[config.mk]
export PLATFORM = sky130hd
export DESIGN_NAME = core_mul_arbiter
export DESIGN_NICKNAME = d
export VERILOG_FILES = /design/src/rtl/core_mul_arbiter_pkg.sv /design/src/rtl/core_mul_rr_pick.sv /design/src/rtl/core_mul_arbiter.sv
export SDC_FILE = /design/constraint.sdc
export NUM_CORES = 1
export LEC_CHECK = 0
export ABC_AREA = 1
export ABC_CLOCK_PERIOD_IN_PS = 4500
export BUFFER_PORTS_ARGS = -buffer_cell sky130_fd_sc_hd__buf_2
export CORE_AREA = 8 8 199 201
export DETAILED_ROUTE_END_ITERATION = 12
export DIE_AREA = 0 0 207 209
export GPL_ROUTABILITY_DRIVEN = 0
export SYNTH_ARGS = -nofsm -noshare
export SYNTH_HDL_FRONTEND = slang
export SYNTH_SLANG_ARGS = --single-unit
[constraint.sdc]
create_clock -name clk -period 4.5 [get_ports clk]
set_clock_uncertainty 0.2 [all_clocks]
set_input_delay 0.225 -clock clk [delete_from_list [all_inputs] [get_ports clk]]
set_output_delay 0.225 -clock clk [all_outputs]
set_load 0.02 [all_outputs]
[src/rtl/core_mul_arbiter_pkg.sv]
// Shared core microarchitecture types plus the multiplier arbiter's state
// encoding, requester count and latched-operation record.
package core_mul_arbiter_pkg;

  localparam int WORD_W  = 32;
  localparam int DWORD_W = 64;
  localparam int NUM_REQ = 2;

  typedef logic [WORD_W-1:0]  word_t;
  typedef logic [DWORD_W-1:0] dword_t;

  typedef enum logic [1:0] {
    ST_IDLE  = 2'd0,
    ST_ISSUE = 2'd1,
    ST_WAIT  = 2'd2,
    ST_DONE  = 2'd3
  } arb_state_e;

  // Everything the multiplier needs for one operation, captured at grant time
  typedef struct packed {
    word_t a;
    word_t b;
    word_t c_hi;
    word_t c_lo;
    logic  long_op;
    logic  add;
    logic  sig;
  } mul_op_t;

  // Turns a requester index into its one-hot done/grant position
  function automatic logic [NUM_REQ-1:0] req_onehot(input logic id);
    return id ? 2'b10 : 2'b01;
  endfunction

endpackage

[src/rtl/core_mul_rr_pick.sv]
// Two-way round-robin picker: the pointer only matters when both requesters
// are valid; a lone valid requester always wins.
module core_mul_rr_pick
  import core_mul_arbiter_pkg::*;
(
  input  logic [NUM_REQ-1:0] valid_i,
  input  logic               ptr_i,
  output logic [NUM_REQ-1:0] grant_o,
  output logic               winner_o
);

  // Pick the winner index and its one-hot grant from the valid mask
  always_comb begin
    winner_o = 1'b0;
    grant_o  = '0;
    if (valid_i == 2'b11) begin
      winner_o = ptr_i;
    end else begin
      winner_o = valid_i[1];
    end
    if (valid_i != 2'b00) begin
      grant_o = req_onehot(winner_o);
    end
  end

endmodule

[src/rtl/core_mul_arbiter.sv]
// Sequencer that shares one multi-cycle multiplier between two requesters.
// It latches the winner's operands, pulses start, waits for ready, captures
// the result and pulses the owner's done bit. No arithmetic is done here.
module core_mul_arbiter
  import core_mul_arbiter_pkg::*;
(
  input  logic                            clk,
  input  logic                            rst_n,
  input  logic [NUM_REQ-1:0]              rq_valid_i,
  input  logic [NUM_REQ-1:0][WORD_W-1:0]  rq_a_i,
  input  logic [NUM_REQ-1:0][WORD_W-1:0]  rq_b_i,
  input  logic [NUM_REQ-1:0][WORD_W-1:0]  rq_c_hi_i,
  input  logic [NUM_REQ-1:0][WORD_W-1:0]  rq_c_lo_i,
  input  logic [NUM_REQ-1:0]              rq_long_i,
  input  logic [NUM_REQ-1:0]              rq_add_i,
  input  logic [NUM_REQ-1:0]              rq_sig_i,
  output logic [NUM_REQ-1:0]              rq_done_o,
  output logic [WORD_W-1:0]               res_hi_o,
  output logic [WORD_W-1:0]               res_lo_o,
  output logic                            res_id_o,
  output logic [WORD_W-1:0]               mul_a_o,
  output logic [WORD_W-1:0]               mul_b_o,
  output logic [WORD_W-1:0]               mul_c_hi_o,
  output logic [WORD_W-1:0]               mul_c_lo_o,
  output logic                            mul_long_o,
  output logic                            mul_add_o,
  output logic                            mul_sig_o,
  output logic                            mul_start_o,
  input  logic [WORD_W-1:0]               mul_q_hi_i,
  input  logic [WORD_W-1:0]               mul_q_lo_i,
  input  logic                            mul_ready_i,
  output logic                            busy_o,
  output logic                            owner_o
);

  arb_state_e          state_q, state_d;
  logic                ptr_q, ptr_d;
  logic                owner_q, owner_d;
  mul_op_t             op_q, op_d;
  word_t               res_hi_q, res_hi_d;
  word_t               res_lo_q, res_lo_d;
  logic                res_id_q, res_id_d;

  logic [NUM_REQ-1:0]  grant;
  logic                winner;
  mul_op_t             win_op;

  core_mul_rr_pick u_pick (
    .valid_i  (rq_valid_i),
    .ptr_i    (ptr_q),
    .grant_o  (grant),
    .winner_o (winner)
  );

  // Gather the winning requester's operands and mode bits into one record
  always_comb begin
    win_op.a       = rq_a_i[winner];
    win_op.b       = rq_b_i[winner];
    win_op.c_hi    = rq_c_hi_i[winner];
    win_op.c_lo    = rq_c_lo_i[winner];
    win_op.long_op = rq_long_i[winner];
    win_op.add     = rq_add_i[winner];
    win_op.sig     = rq_sig_i[winner];
  end

  // Next-state, register updates and handshake outputs for the four-state sequence
  always_comb begin
    state_d     = state_q;
    ptr_d       = ptr_q;
    owner_d     = owner_q;
    op_d        = op_q;
    res_hi_d    = res_hi_q;
    res_lo_d    = res_lo_q;
    res_id_d    = res_id_q;
    mul_start_o = 1'b0;
    rq_done_o   = '0;
    unique case (state_q)
      ST_IDLE: begin
        // A busy multiplier blocks grants; requests just stay pending
        if ((grant != '0) && mul_ready_i) begin
          op_d    = win_op;
          owner_d = winner;
          ptr_d   = ~winner;
          state_d = ST_ISSUE;
        end
      end
      ST_ISSUE: begin
        mul_start_o = 1'b1;
        state_d     = ST_WAIT;
      end
      ST_WAIT: begin
        if (mul_ready_i) begin
          res_hi_d = mul_q_hi_i;
          res_lo_d = mul_q_lo_i;
          res_id_d = owner_q;
          state_d  = ST_DONE;
        end
      end
      ST_DONE: begin
        rq_done_o = req_onehot(owner_q);
        state_d   = ST_IDLE;
      end
      default: begin
        state_d = ST_IDLE;
      end
    endcase
  end

  // State and datapath registers; reset abandons any operation in flight
  always_ff @(posedge clk or negedge rst_n) begin
    if (!rst_n) begin
      state_q  <= ST_IDLE;
      ptr_q    <= 1'b0;
      owner_q  <= 1'b0;
      op_q     <= '0;
      res_hi_q <= '0;
      res_lo_q <= '0;
      res_id_q <= 1'b0;
    end else begin
      state_q  <= state_d;
      ptr_q    <= ptr_d;
      owner_q  <= owner_d;
      op_q     <= op_d;
      res_hi_q <= res_hi_d;
      res_lo_q <= res_lo_d;
      res_id_q <= res_id_d;
    end
  end

  assign mul_a_o    = op_q.a;
  assign mul_b_o    = op_q.b;
  assign mul_c_hi_o = op_q.c_hi;
  assign mul_c_lo_o = op_q.c_lo;
  assign mul_long_o = op_q.long_op;
  assign mul_add_o  = op_q.add;
  assign mul_sig_o  = op_q.sig;

  assign res_hi_o = res_hi_q;
  assign res_lo_o = res_lo_q;
  assign res_id_o = res_id_q;
  assign busy_o   = (state_q != ST_IDLE);
  assign owner_o  = owner_q;

endmodule
## After elaboration in Yosys (flattened, before gate mapping)

Cells that the tools add are included.

| word-level totals | value |
|---|---|
| output and inout bits | 201 |
| input port bits | 331 |
| memory bits (writable) | 0 |
| memories kept | 0 |
| register bits after elaboration | 200 |
| latch bits | 0 |
| ROM bits | 0 |

| operators by class | value |
|---|---|
| bitwise logic cells | 1 |
| reductions and logical operators | 8 |
| multiplexer cells | 23 |
| shifts and indexed selects | 0 |
| magnitude comparators | 1 |
| divide/modulo/power cells | 0 |
| equal/unequal tests | 6 |
| add/subtract/negate cells | 0 |
| multipliers | 0 |

Operator list:

| operator | number |
|---|---|
| 32-bit two-way mux | 8 |
| 2-bit two-way mux | 6 |
| 1-bit two-way mux | 8 |
| 2-bit one-hot mux with 4 select lines | 1 |
| 2-bit == test, second input constant | 3 |
| 2-bit AND reduction | 3 |
| 2-bit nonzero test | 3 |
| 2-bit inequality test, second input constant | 2 |
| 2-bit by 1-bit == test with 1-bit output, second input constant | 1 |
| 2-bit logical NOT | 1 |
| 1-bit by 2-bit < comparator with 1-bit output, second input constant | 1 |
| 1-bit logical AND | 1 |
| 1-bit inverter | 1 |

## Logic depth before layout (Yosys ltp)

Gate-level depths: netlist of the first run.

| depth | value |
|---|---|
| depth after elaboration | 8 |
| depth in mapped cells | 9 |

## Cells and area by module

A second synthesis of the first run with hierarchy kept.

| second synthesis, totals | value |
|---|---|
| cells, all modules | 1319 |
| area total of the unflattened synthesis | 9655.5 um2 |

By module, submodules not included:

| module | cells an instance | instances | area an instance (um2) |
|---|---|---|---|
| core_mul_arbiter | 1313 | 1 | 9630.5 |
| core_mul_rr_pick | 6 | 1 | 25.0 |

## Worst setup path before layout of the first run

OpenSTA, ideal clock, no wires.

| path | value |
|---|---|
| path type | flip-flop to flip-flop |
| from | register state_q[0] |
| to | register op_q, in the netlist mul_a_o[0] |
| arrival | 1.439 ns |
| setup time | 0.065 ns |
| clock period less this slack | 1.704 ns |
| cell stages (with the launch flop) | 9 |
| buffers on the path | 2 |
| path slack | 2.796 ns |
| data required time | 4.235 ns |
| path through | dfrtp_1 > inv_1 > ha_1 > inv_1 > nor2_4 > buf_4 > buf_2 > nand2_1 > nand2_1 |

| between the ends | value |
|---|---|
| word-level cells in the longest chain between the ends | 2 |

Ends and longest elaborated chain:

| element | line | source |
|---|---|---|
| from (decl) | core_mul_arbiter.sv:36 | `arb_state_e state_q, state_d;` |
| from (signal assigned) | core_mul_arbiter.sv:120 | `state_q <= state_d;` |
| 2-bit logical NOT | core_mul_arbiter.sv:77 | `unique case (state_q)` |
| 2-bit AND reduction (no source line) | n/a |  |
| to (signal assigned) | core_mul_arbiter.sv:123 | `op_q <= op_d;` |
| to (decl) | core_mul_arbiter.sv:39 | `mul_op_t op_q, op_d;` |

Every way passes these cells.
A chain may end at the register's enable or synchronous reset.

## Worst setup path in the final report of the first run

| path | value |
|---|---|
| from | register ptr_q |
| to | register op_q, in the netlist mul_c_hi_o[23] |

| between the ends | value |
|---|---|
| word-level cells in the longest chain between the ends | 6 |
| elaborated cells between the ends (all ways) | 8 |

Ends and longest elaborated chain:

| element | line | source |
|---|---|---|
| from (decl) | core_mul_arbiter.sv:37 | `logic ptr_q, ptr_d;` |
| from (signal assigned) | core_mul_arbiter.sv:121 | `ptr_q <= ptr_d;` |
| 1-bit two-way mux (*) | core_mul_rr_pick.sv:16 | `if (valid_i == 2'b11) begin` |
| 2-bit two-way mux | core_mul_arbiter_pkg.sv:32 | `return id ? 2'b10 : 2'b01;` |
| 2-bit two-way mux | core_mul_rr_pick.sv:21 | `if (valid_i != 2'b00) begin` |
| 2-bit nonzero test | core_mul_arbiter.sv:80 | `if ((grant != '0) && mul_ready_i) begin` |
| 1-bit logical AND | core_mul_arbiter.sv:80 |  |
| 2-bit AND reduction (no source line) | n/a |  |

Every way passes the cells marked *; elsewhere a longest branch is shown, timed or not. The select of a mux whose other input is x is not followed.

==> results by group, run 1 <==
STA
  – Final hold slack: 0.03508 ns
  – Final Hold Viols: 0
  – Pins Over Slew Limit: 0
  – RSZ-0062 raised after global routing: false
  – Final Cycle Share: 70.58%
  – Slew HR: 37.70%
  – Setup_tns: 0 ns
  – F_max: 0.3149 GHz
  – Finish-stage setup viols: 0
  – Worst-margin pin slew: 0.9346 ns
  – Setup WS post-layout: 1.324 ns
  – Period minus WS final: 3.176 ns

Layout
  – Commonest non-fill, non-tap cell in the layout: nand2_1
  – Post-layout net count: 2312
  – Fill cell count: 3403
  – Layout cells sized above 1: 32.31%
  – Layout area overhead: 72.00%
  – Most frequent cells in the layout: nand2_1, buf_2, dlygate4sd3_1

GRT
  – Met3 GRT Util: 5.926%
  – GRT met1 Usage: 20.46%
  – Initial antenna violation count: 4
  – First-pass GRT wire length: 64860 µm
  – Met2 GRT Util: 31.45%
  – Total Routing Usage GR: 18.46%
  – Pin count of the biggest net entering global routing: 109
  – Vias in the first global route: 11830
  – Overflow after GRT: 0
  – Layer with the highest usage: met2

Logic synthesis
  – Syn avg cell area: 8.135 µm²
  – Async SR Flop Fraction: 100.0%
  – Register bit total from synthesis: 200
  – Count of unique library cells instantiated by Yosys: 18
  – Synth warnings: 0
  – Number of synthesized flops with an enable pin: 0
  – Top_reg_cell synth: dfrtp_1
  – Mapped Area: 9478 µm²
  – Syn Inst Count: 1165
  – Sequential share of the synthesized area: 52.81%
  – Synth Net Count: 1501

Floorplan
  – Die width: 207 µm
  – Top-Level Pins: 532
  – Die area: 43260 µm²
  – Die Ht: 209 µm
  – Num rows: 70
  – Initial Util: 26.14%
  – Core ar.: 36260 µm²

Pwr
  – Worst vdd ir: 0.2729 mV
  – Leak pwr: 9.047 nW
  – Power Density: 561.9 nW/µm²

Route
  – DR pass1 iterations: 8
  – Drt drc: 0
  – Via/cell ratio: 4.555
  – DRT Wirelength: 40710 µm
  – DRT antenna net count: 0
  – DR iter-0 viols: 784
  – Routed WL per cell: 16.56 µm
  – Via Count: 11200

Outcome
  – Status: finished clean

Placed design
  – HPWL Detailed: 27520 µm
  – Setup Slack @ Placement: 1.925 ns
  – Port Buffers: 531

Clock network
  – Worst-path clk slew: 0.07 ns
  – Number of H-tree levels: 4
  – Root buf cell: clkbuf_16
  – Post-CTS Setup Inserts: 0
  – Num CTS Buffers: 17
  – CTS tree: done
  – Clock sink total: 200
  – Clock Tree Buf Depth: 2
  – Clk_lat worst skew: 0.44 ns

Worst setup path
  – Critical Path Max Stage Delay: 0.68 ns
  – Critical path class: reg -> reg
  – Crit path cell chain: inv_1 > nand2_4 > nand2_4 > buf_4 > nand2_1 > nand2_1 > dlygate4sd3_1 > nand2_1 > nand2_1
  – WP data arrival: 3.36 ns
  – Type of origin of the critical path: register
  – Type of element capturing the critical path: register
  – WP data required: 4.68 ns
  – Slowest cell on crit path: nand2_4
  – Crit-path max FO: 55
  – Most frequent CP cell: nand2_1

Run
  – Max cap viols: 0

Hold path
  – Hold Crit Class: in -> reg
[worst max-delay path, delay by kind of cell (launching register included)]
| kind | cells | cell delay [ns] |
|---|---|---|
| and+or+nand+nor | 6 | 1.37 |
| DFF | 1 | 0.36 |
| buffers and inverters | 3 | 1.16 |
[state kept, by name (all words and copies together), names as in the netlist]
name and cells:
ptr_q 1, owner_o 1, mul_add_o 1, res_id_o 1, state_q 2, mul_a_o 32, res_lo_o 32, mul_b_o 32
mul_c_hi_o 32, mul_sig_o 1, res_hi_o 32, mul_c_lo_o 32, mul_long_o 1
[where the power goes]
group	leakage (nW)	switching, mW	total [mW]	internal [mW]
registers	2.47	0.490	3.13	2.64
clock network	0.268	0.697	1.54	0.847
logic	6.31	2.74	4.49	1.75
total	9.05	3.92	9.16	5.24
[cell usage after synthesis, types with 4 or more instances]
master / instances / share of area (%)
inv_1: 9 / 0.36
dfrtp_1: 200 / 53
buf_1: 11 / 0.44
buf_2: 35 / 1.8
mux2_2: 64 / 7.6
nand3_1: 133 / 7.0
o21ai_0: 4 / 0.21
nand2_1: 665 / 26
clkbuf_1: 16 / 0.63
buf_4: 12 / 0.95
ha_1: 5 / 0.66
buf_6: 4 / 0.48
[area by class of cell]
type                    count  area (µm²)  area share (%)
clock inverters             9       116.4          0.7138
flip-flops and latches    200        5005           30.70
clock buffers              21       460.4           2.824
multi-input cells         878        4049           24.84
repair buffers            870        6045           37.08
well taps                 468       585.6           3.592
diodes                      3       7.507         0.04605
inverters                   9       33.78          0.2072
[per-layer routing]
layer / part of all wire (%) / wire [µm] / vias to the layer above
met4: 4.4 / 1784 / 4
met5: 0.056 / 23 / -
met3: 8.7 / 3551 / 101
li1: - / - / 5271
met2: 49 / 20060 / 590
met1: 38 / 15290 / 5230
[logic make-up after synthesis]
kind of cell,share of synthesized area [%]
simple gates,33.72
mux,7.604
fa+ha+maj,0.6601
buf+inv,4.700
compound gates,0.5149
flops,52.81
[what timing repair did]
| item | in CTS | in global routing |
|---|---|---|
| resized for setup | 0 | 0 |
| hold endpoints to repair | 255 | 0 |
| hold buffers | 327 | 0 |
[worst paths after layout]
path | slack (ns) | to | startpoint | cells past startpoint
max | 1.32 | mul_c_hi_o[23] | ptr_q | 9
min | 0.04 | state_q[0] | rq_valid_i[0] | 4
max reg2reg | 1.32 | mul_c_hi_o[23] | ptr_q | 9
min reg2reg | 0.28 | mul_c_hi_o[1] | mul_c_hi_o[1] | 2
max in group asynchronous | 2.99 | mul_b_o[31] | rst_n | 3
min in group asynchronous | 0.11 | mul_c_hi_o[14] | rst_n | 2
[through the flow]
stage	util [%]	instances	cell area, µm²	total power [mW]
2_1_floorplan	-	1165	9478	5.612
3_3_place_gp	34.32	2098	12440	7.135
3_5_place_dp	34.32	2098	12440	7.195
4_1_cts	44.94	2455	16290	9.207
5_1_grt	44.95	2457	16300	9.758
6_report	44.96	2458	16300	9.160
Note: power is estimated with default switching activity, not from simulation.
==> run 2, diff against run 1 <==
--- a/config.mk
+++ b/config.mk
@@ -6,7 +6,7 @@
 export NUM_CORES = 1
 export LEC_CHECK = 0
 export ABC_AREA = 1
-export ABC_CLOCK_PERIOD_IN_PS = 4500
+export ABC_CLOCK_PERIOD_IN_PS = 2980
 export BUFFER_PORTS_ARGS = -buffer_cell sky130_fd_sc_hd__buf_2
 export CORE_AREA = 8 8 199 201
 export DETAILED_ROUTE_END_ITERATION = 12
==> constraint.sdc (replaced) <==
create_clock -name clk -period 2.98 [get_ports clk]
set_clock_uncertainty 0.2 [all_clocks]
set_input_delay 0.149 -clock clk [delete_from_list [all_inputs] [get_ports clk]]
set_output_delay 0.149 -clock clk [all_outputs]
set_load 0.02 [all_outputs]
==> run 2 against run 1 <==
Net effect: maximum frequency up 22%; via count increased by 0.86%; final cell count rose by 0.16%; critical endpoint unchanged; combinational power is 54% higher; sequential power grew 51%; register-to-register slack got worse by 0.95 ns; clock power up 53%; global-route usage is 0.24 points higher; hold slack gained 0.056 ns; core utilization rose by 0.39 points; highest routed layer unchanged; die area unchanged; non-clock buffer count grew 5.
==> results by group, run 2 (synthesis gave the netlist of run 1 again) <==
Floorplan
  – Core ar.: 36260 µm² (unchanged)
  – Die area: 43260 µm² (unchanged)
  – Die Ht: 209 µm (unchanged)
  – Num rows: 70 (unchanged)
  – Top-Level Pins: 532 (unchanged)
  – Die width: 207 µm (unchanged)
  – Initial Util: 26.14% (unchanged)

Route
  – Via Count: 11290 (+0.86%)
  – DRT antenna net count: 0 (unchanged)
  – DR pass1 iterations: 6 (-2)
  – Drt drc: 0 (unchanged)
  – Via/cell ratio: 4.587 (+0.69%)
  – Routed WL per cell: 16.91 µm (+2.1%)
  – DRT Wirelength: 41640 µm (+2.3%)
  – DR iter-0 viols: 1013 (+29%)

Layout
  – Layout cells sized above 1: 32.50% (+0.19 points)
  – Most frequent cells in the layout: nand2_1, buf_2, dlygate4sd3_1
  – Post-Layout Cell Count: 2462 (+0.16%)
  – Layout area overhead: 73.48%
  – Commonest non-fill, non-tap cell in the layout: nand2_1
  – Diode count: 0 (-3)
  – Post-layout net count: 2317 (+0.22%)

Placed design
  – Port Buffers: 531 (unchanged)
  – Placed cell count: 2101 (+0.14%)
  – Setup Slack @ Placement: 0.9572 ns (-0.9679 ns)
  – HPWL Detailed: 27920 µm (+1.5%)

STA
  – Setup WS post-layout: 0.3745 ns (-0.9495 ns)
  – Pins Over Slew Limit: 0 (unchanged)
  – Final Cycle Share: 87.43% (+17 points)
  – F_max: 0.3838 GHz (+22%)
  – Setup_tns: 0 ns (unchanged)
  – Final Hold Viols: 0 (unchanged)
  – Period minus WS final: 2.605 ns (-0.5705 ns)
  – Worst-margin pin slew: 0.6564 ns (-0.2782 ns)
  – Slew HR: 56.24% (+19 points)
  – RSZ-0062 raised after global routing: false
  – Finish-stage setup viols: 0 (unchanged)
  – Final hold slack: 0.09112 ns (+0.05604 ns)

Worst setup path
  – WP data arrival: 2.79 ns (-0.57 ns)
  – Critical path class: reg -> reg
  – Type of element capturing the critical path: register
  – WP data required: 3.16 ns (-1.52 ns)
  – Crit-path max FO: 57 (+3.6%)
  – FF-to-FF path depth: 9 (unchanged)
  – Reg-to-reg endpoint: mul_c_hi_o[23]
  – Type of origin of the critical path: register
  – Reg2Reg Launch Point: ptr_q
  – R2R Setup Slk: 0.37 ns (-0.95 ns)

GRT
  – Overflow after GRT: 0 (unchanged)
  – First-pass GRT wire length: 65250 µm (+0.61%)
  – Pin count of the biggest net entering global routing: 132 (+21%)
  – Total Routing Usage GR: 18.71% (+0.24 points)
  – Vias in the first global route: 11930 (+0.90%)
  – Initial antenna violation count: 3 (-1)

Hold path
  – Hold Crit Class: in -> async

Pwr
  – Clk pwr share: 16.8% (about the same)
  – Worst vdd ir: 0.5092 mV (+87%)
  – Power Internal: 7.873 mW (+50%)
  – Net Sw Frac: 43.66% (+0.82 points)
  – Power Density: 850.0 nW/µm² (+51%)
  – Leak pwr: 9.113 nW (+0.73%)
  – Net Sw Power: 6.102 mW (+55%)
  – Combinational power share: 49.4% (+0.4 points)
  – Seq pwr share: 33.7% (-0.5 points)

Clock network
  – Clk_lat worst skew: 0.45 ns (about the same)
  – Num CTS Buffers: 17 (unchanged)
  – Post-CTS Setup Inserts: 0 (unchanged)
  – Clock sink total: 200 (unchanged)
  – CTS tree: done
  – Root buf cell: clkbuf_16
  – Number of H-tree levels: 4 (unchanged)
  – Worst-path clk slew: 0.08 ns (about the same)
  – Clock Tree Buf Depth: 2 (unchanged)

Outcome
  – Status: finished clean

Run
  – Max cap viols: 0 (unchanged)
run 2: changes by cell type in the layout (fill, tap and decap cells not counted):
| cell | before | now |
|---|---|---|
| buf_12 | 1 | 8 |
| buf_4 | 12 | 8 |
| inv_8 | 0 | 4 |
| diode_2 | 3 | 0 |
| clkbuf_8 | 3 | 1 |
| clkinv_4 | 1 | 3 |
| clkinv_8 | 0 | 2 |
| dlygate4sd3_1 | 327 | 329 |
| bufinv_16 | 2 | 1 |
| clkbuf_1 | 2 | 1 |
| clkinvlp_4 | 4 | 3 |
| inv_6 | 2 | 1 |
run 2: cell type report:
class,instances,area (µm²)
timing repair buffer,875,6175
multi-input combinational,878,4049
clock inverter,14,165.2
clock buffer,18,429.2
inverter,9,33.78
sequential,200,5005
fill,3348,19820
tap,468,585.6
run 2: per-layer routing:
layer	global-route usage, %	routed length [µm]	up-vias
met5	0	23	-
met4	8.208	1578	4
met3	5.792	3430	102
met2	32.88	20890	587
met1	20.65	15720	5324
li1	-	-	5275
run 2: worst max-delay path: stages, from the launching register on:
cell	delay [ns]
dfrtp_1	0.36
inv_1	0.10
nand2_4	0.21
nand2_4	0.14
buf_4	0.48
nand2_1	0.16
nand2_1	0.12
dlygate4sd3_1	0.56
nand2_1	0.05
nand2_1	0.06
run 2: power groups by stage:
stage	registers [mW]	logic (mW)	clock network [mW]
2_1_floorplan	6.20	2.28	0
3_3_place_gp	4.68	6.19	0
3_5_place_dp	4.70	6.28	0
4_1_cts	4.68	6.91	2.44
5_1_grt	4.87	7.47	2.53
6_report	4.72	6.91	2.35
run 2: how the worst max path moves through the flow:
| stage | startpoint | endpoint | slack, ns | cells past startpoint |
|---|---|---|---|---|
| 5_1_grt | ptr_q | mul_c_hi_o[16] | 0.21 | 9 |
| 4_1_cts | ptr_q | mul_c_hi_o[16] | 0.46 | 9 |
| 2_1_floorplan | state_q[0] | mul_a_o[0] | 1.28 | 8 |
| 3_3_place_gp | ptr_q | mul_a_o[27] | 1.04 | 7 |
| 3_5_place_dp | state_q[0] | res_lo_o[17] | 0.96 | 5 |
| 6_report | ptr_q | mul_c_hi_o[23] | 0.37 | 9 |
run 2: what timing repair did:
item                       CTS  global route
setup endpoints to repair    0             0
hold endpoints to repair   266             0
hold buffers               329             0
gates resized for setup      0             0
run 2: through the flow:
stage	instance area [µm²]	total power [mW]	util, %
6_report	16440	13.97	45.35
3_5_place_dp	12550	10.98	34.62
2_1_floorplan	9478	8.475	-
4_1_cts	16440	14.04	45.35
3_3_place_gp	12550	10.86	34.62
5_1_grt	16440	14.88	45.35
==> run 3, diff against run 2 <==
--- a/config.mk
+++ b/config.mk
@@ -9,6 +9,7 @@
 export ABC_CLOCK_PERIOD_IN_PS = 2980
 export BUFFER_PORTS_ARGS = -buffer_cell sky130_fd_sc_hd__buf_2
 export CORE_AREA = 8 8 199 201
+export CTS_BUF_LIST = sky130_fd_sc_hd__clkbuf_2 sky130_fd_sc_hd__clkbuf_4 sky130_fd_sc_hd__clkbuf_8
 export DETAILED_ROUTE_END_ITERATION = 12
 export DIE_AREA = 0 0 207 209
 export GPL_ROUTABILITY_DRIVEN = 0
==> run 3 against run 2 <==
Net effect: wire length down 0.63%; critical path type unchanged; register-to-register slack about the same; highest routed layer unchanged; sequential share of layout area increased by 0.35 points; final cell count did not move; sequential power hardly changed; core utilization down 0.52 points; maximum frequency is essentially flat.
==> results by group, run 3 (synthesis gave the netlist of run 1 again) <==
Placed design
  – HPWL Detailed: 27920 µm (unchanged)
  – DP Area: 12550 µm² (unchanged)
  – Port Buffers: 531 (unchanged)

Pwr
  – Leak pwr: 9.029 nW (-0.92%)
  – Power Density: 824.3 nW/µm² (-3.0%)
  – Worst vdd ir: 0.5069 mV (-0.46%)
  – Total power: 13.40 mW (-4.1%)

Worst setup path
  – Slowest cell on crit path: dlygate4sd3_1
  – Most frequent CP cell: nand2_1
  – WP data arrival: 2.83 ns (+0.04 ns)
  – R2R Setup Slk: 0.37 ns (about the same)
  – Critical path class: reg -> reg
  – Crit path cell chain: inv_1 > nand2_4 > nand2_4 > buf_4 > nand2_1 > nand2_1 > dlygate4sd3_1 > nand2_1 > nand2_1
  – Type of element capturing the critical path: register
  – WP data required: 3.20 ns (+0.04 ns)
  – Type of origin of the critical path: register
  – Critical Path Max Stage Delay: 0.56 ns (about the same)
  – FF-to-FF path depth: 9 (unchanged)
  – Crit-path max FO: 57 (unchanged)

GRT
  – Pin count of the biggest net entering global routing: 132 (unchanged)
  – Vias in the first global route: 12010 (+0.63%)
  – Initial antenna violation count: 3 (unchanged)
  – Overflow after GRT: 0 (unchanged)
  – First-pass GRT wire length: 65180 µm (-0.11%)
  – Total Routing Usage GR: 18.68% (-0.028 points)

Route
  – DR pass1 iterations: 6 (unchanged)
  – DRT Wirelength: 41380 µm (-0.63%)
  – Via Count: 11290 (-0.027%)
  – Via/cell ratio: 4.585 (about the same)
  – DRT antenna net count: 0 (unchanged)
  – Routed WL per cell: 16.81 µm (-0.63%)
  – Drt drc: 0 (unchanged)
  – DR iter-0 viols: 942 (-7.0%)

Run
  – Max cap viols: 0 (unchanged)

STA
  – Slew HR: 56.87% (+0.63 points)
  – Setup_tns: 0 ns (unchanged)
  – Period minus WS final: 2.607 ns (+0.001574 ns)
  – Worst-margin pin slew: 0.6469 ns (-0.009456 ns)
  – Final Cycle Share: 87.48% (about the same)
  – Final Hold Viols: 0 (unchanged)
  – Pins Over Slew Limit: 0 (unchanged)
  – RSZ-0062 raised after global routing: false
  – Finish-stage setup viols: 0 (unchanged)
  – F_max: 0.3836 GHz (about the same)

Hold path
  – Hold Crit Class: in -> async

Clock network
  – Clk_lat worst skew: 0.49 ns (+0.04 ns)
  – Root buf cell: clkbuf_8
  – CTS tree: done
  – Worst-path clk slew: 0.11 ns (+0.03 ns)
  – Number of H-tree levels: 4 (unchanged)
  – Clock Tree Buf Depth: 2 (unchanged)
  – Clock sink total: 200 (unchanged)
  – Num CTS Buffers: 17 (unchanged)

Floorplan
  – Die width: 207 µm (unchanged)
  – Die area: 43260 µm² (unchanged)
  – Initial Util: 26.14% (unchanged)
  – Num rows: 70 (unchanged)
  – Die Ht: 209 µm (unchanged)
  – Top-Level Pins: 532 (unchanged)
  – Core ar.: 36260 µm² (unchanged)

Layout
  – Share of the core filled with cells: 44.83% (-0.52 points)
  – Post-layout net count: 2317 (unchanged)
  – Layout area overhead: 71.50%
  – Final instance area: 16250 µm² (-1.1%)
  – Diode count: 0 (unchanged)
  – Commonest non-fill, non-tap cell in the layout: nand2_1
  – Layout cells sized above 1: 32.55% (+0.050 points)
  – Most frequent cells in the layout: nand2_1, buf_2, dlygate4sd3_1

Outcome
  – Status: finished clean
-- run 3: cell types whose count changed in the layout (fill, tap and decap cells not counted) --
cell,before,now
clkbuf_16,17,0
clkbuf_8,1,18
clkbuf_1,1,0
clkbuf_4,0,1
-- run 3: path summary, 6_finish.rpt --
path                                    start             end
worst max-delay path                    ptr_q  mul_c_hi_o[23]
worst min-delay path                    rst_n  mul_c_hi_o[15]
worst max register to register          ptr_q  mul_c_hi_o[23]
worst min register to register     mul_a_o[4]      mul_a_o[4]
max in group asynchronous               rst_n     mul_b_o[19]
min in group clk                rq_valid_i[1]           ptr_q
-- run 3: worst max-delay path: cells and delay by family, from the launching register on --
| kind | cells | cell delay, ns |
|---|---|---|
| buffers and inverters | 3 | 1.13 |
| and+or+nand+nor | 6 | 0.74 |
| DFF | 1 | 0.37 |
-- run 3: metrics by stage --
step,worst slack (ns),hold slack (ns),cells
final,0.3730,0.04430,2462
after global routing,0.2001,0.04745,2462
after CTS,0.4493,0.02450,2462
after detailed placement,0.9572,0.03368,2101
after global placement,1.037,0.02529,2101
after floorplan,1.276,-0.3466,1165
-- run 3: layout make-up --
cell class | instances | area, µm²
Fill cell | 3356 | 20010
Timing Repair Buffer | 875 | 6175
Sequential cell | 200 | 5005
Multi-Input combinational cell | 878 | 4049
Tap cell | 468 | 585.6
Clock buffer | 18 | 241.5
Clock inverter | 14 | 165.2
Inverter | 9 | 33.78
-- run 3: timing repair --
item                                   4_1_cts  5_1_grt
hold buffers                               329        0
gates resized for setup                      0        0
buffers inserted                             0        0
endpoints found under the hold margin      394        0
-- run 3: metal layers --
metal / share of wire (%) / up-vias / track usage (%) / wire, µm
li1: - / 5278 / - / -
met1: 38 / 5322 / 20.42 / 15580
met2: 50 / 570 / 32.66 / 20670
met3: 7.9 / 115 / 5.343 / 3276
met4: 4.4 / 4 / 9.810 / 1823
met5: 0.063 / - / 0 / 26
-- run 3: report_power, final --
part | internal (mW) | total, mW | switching (mW) | leakage [nW]
registers | 3.98 | 4.71 | 0.729 | 2.47
logic | 2.69 | 6.90 | 4.21 | 6.36
clock network | 0.712 | 1.79 | 1.08 | 0.196
total | 7.38 | 13.4 | 6.02 | 9.03
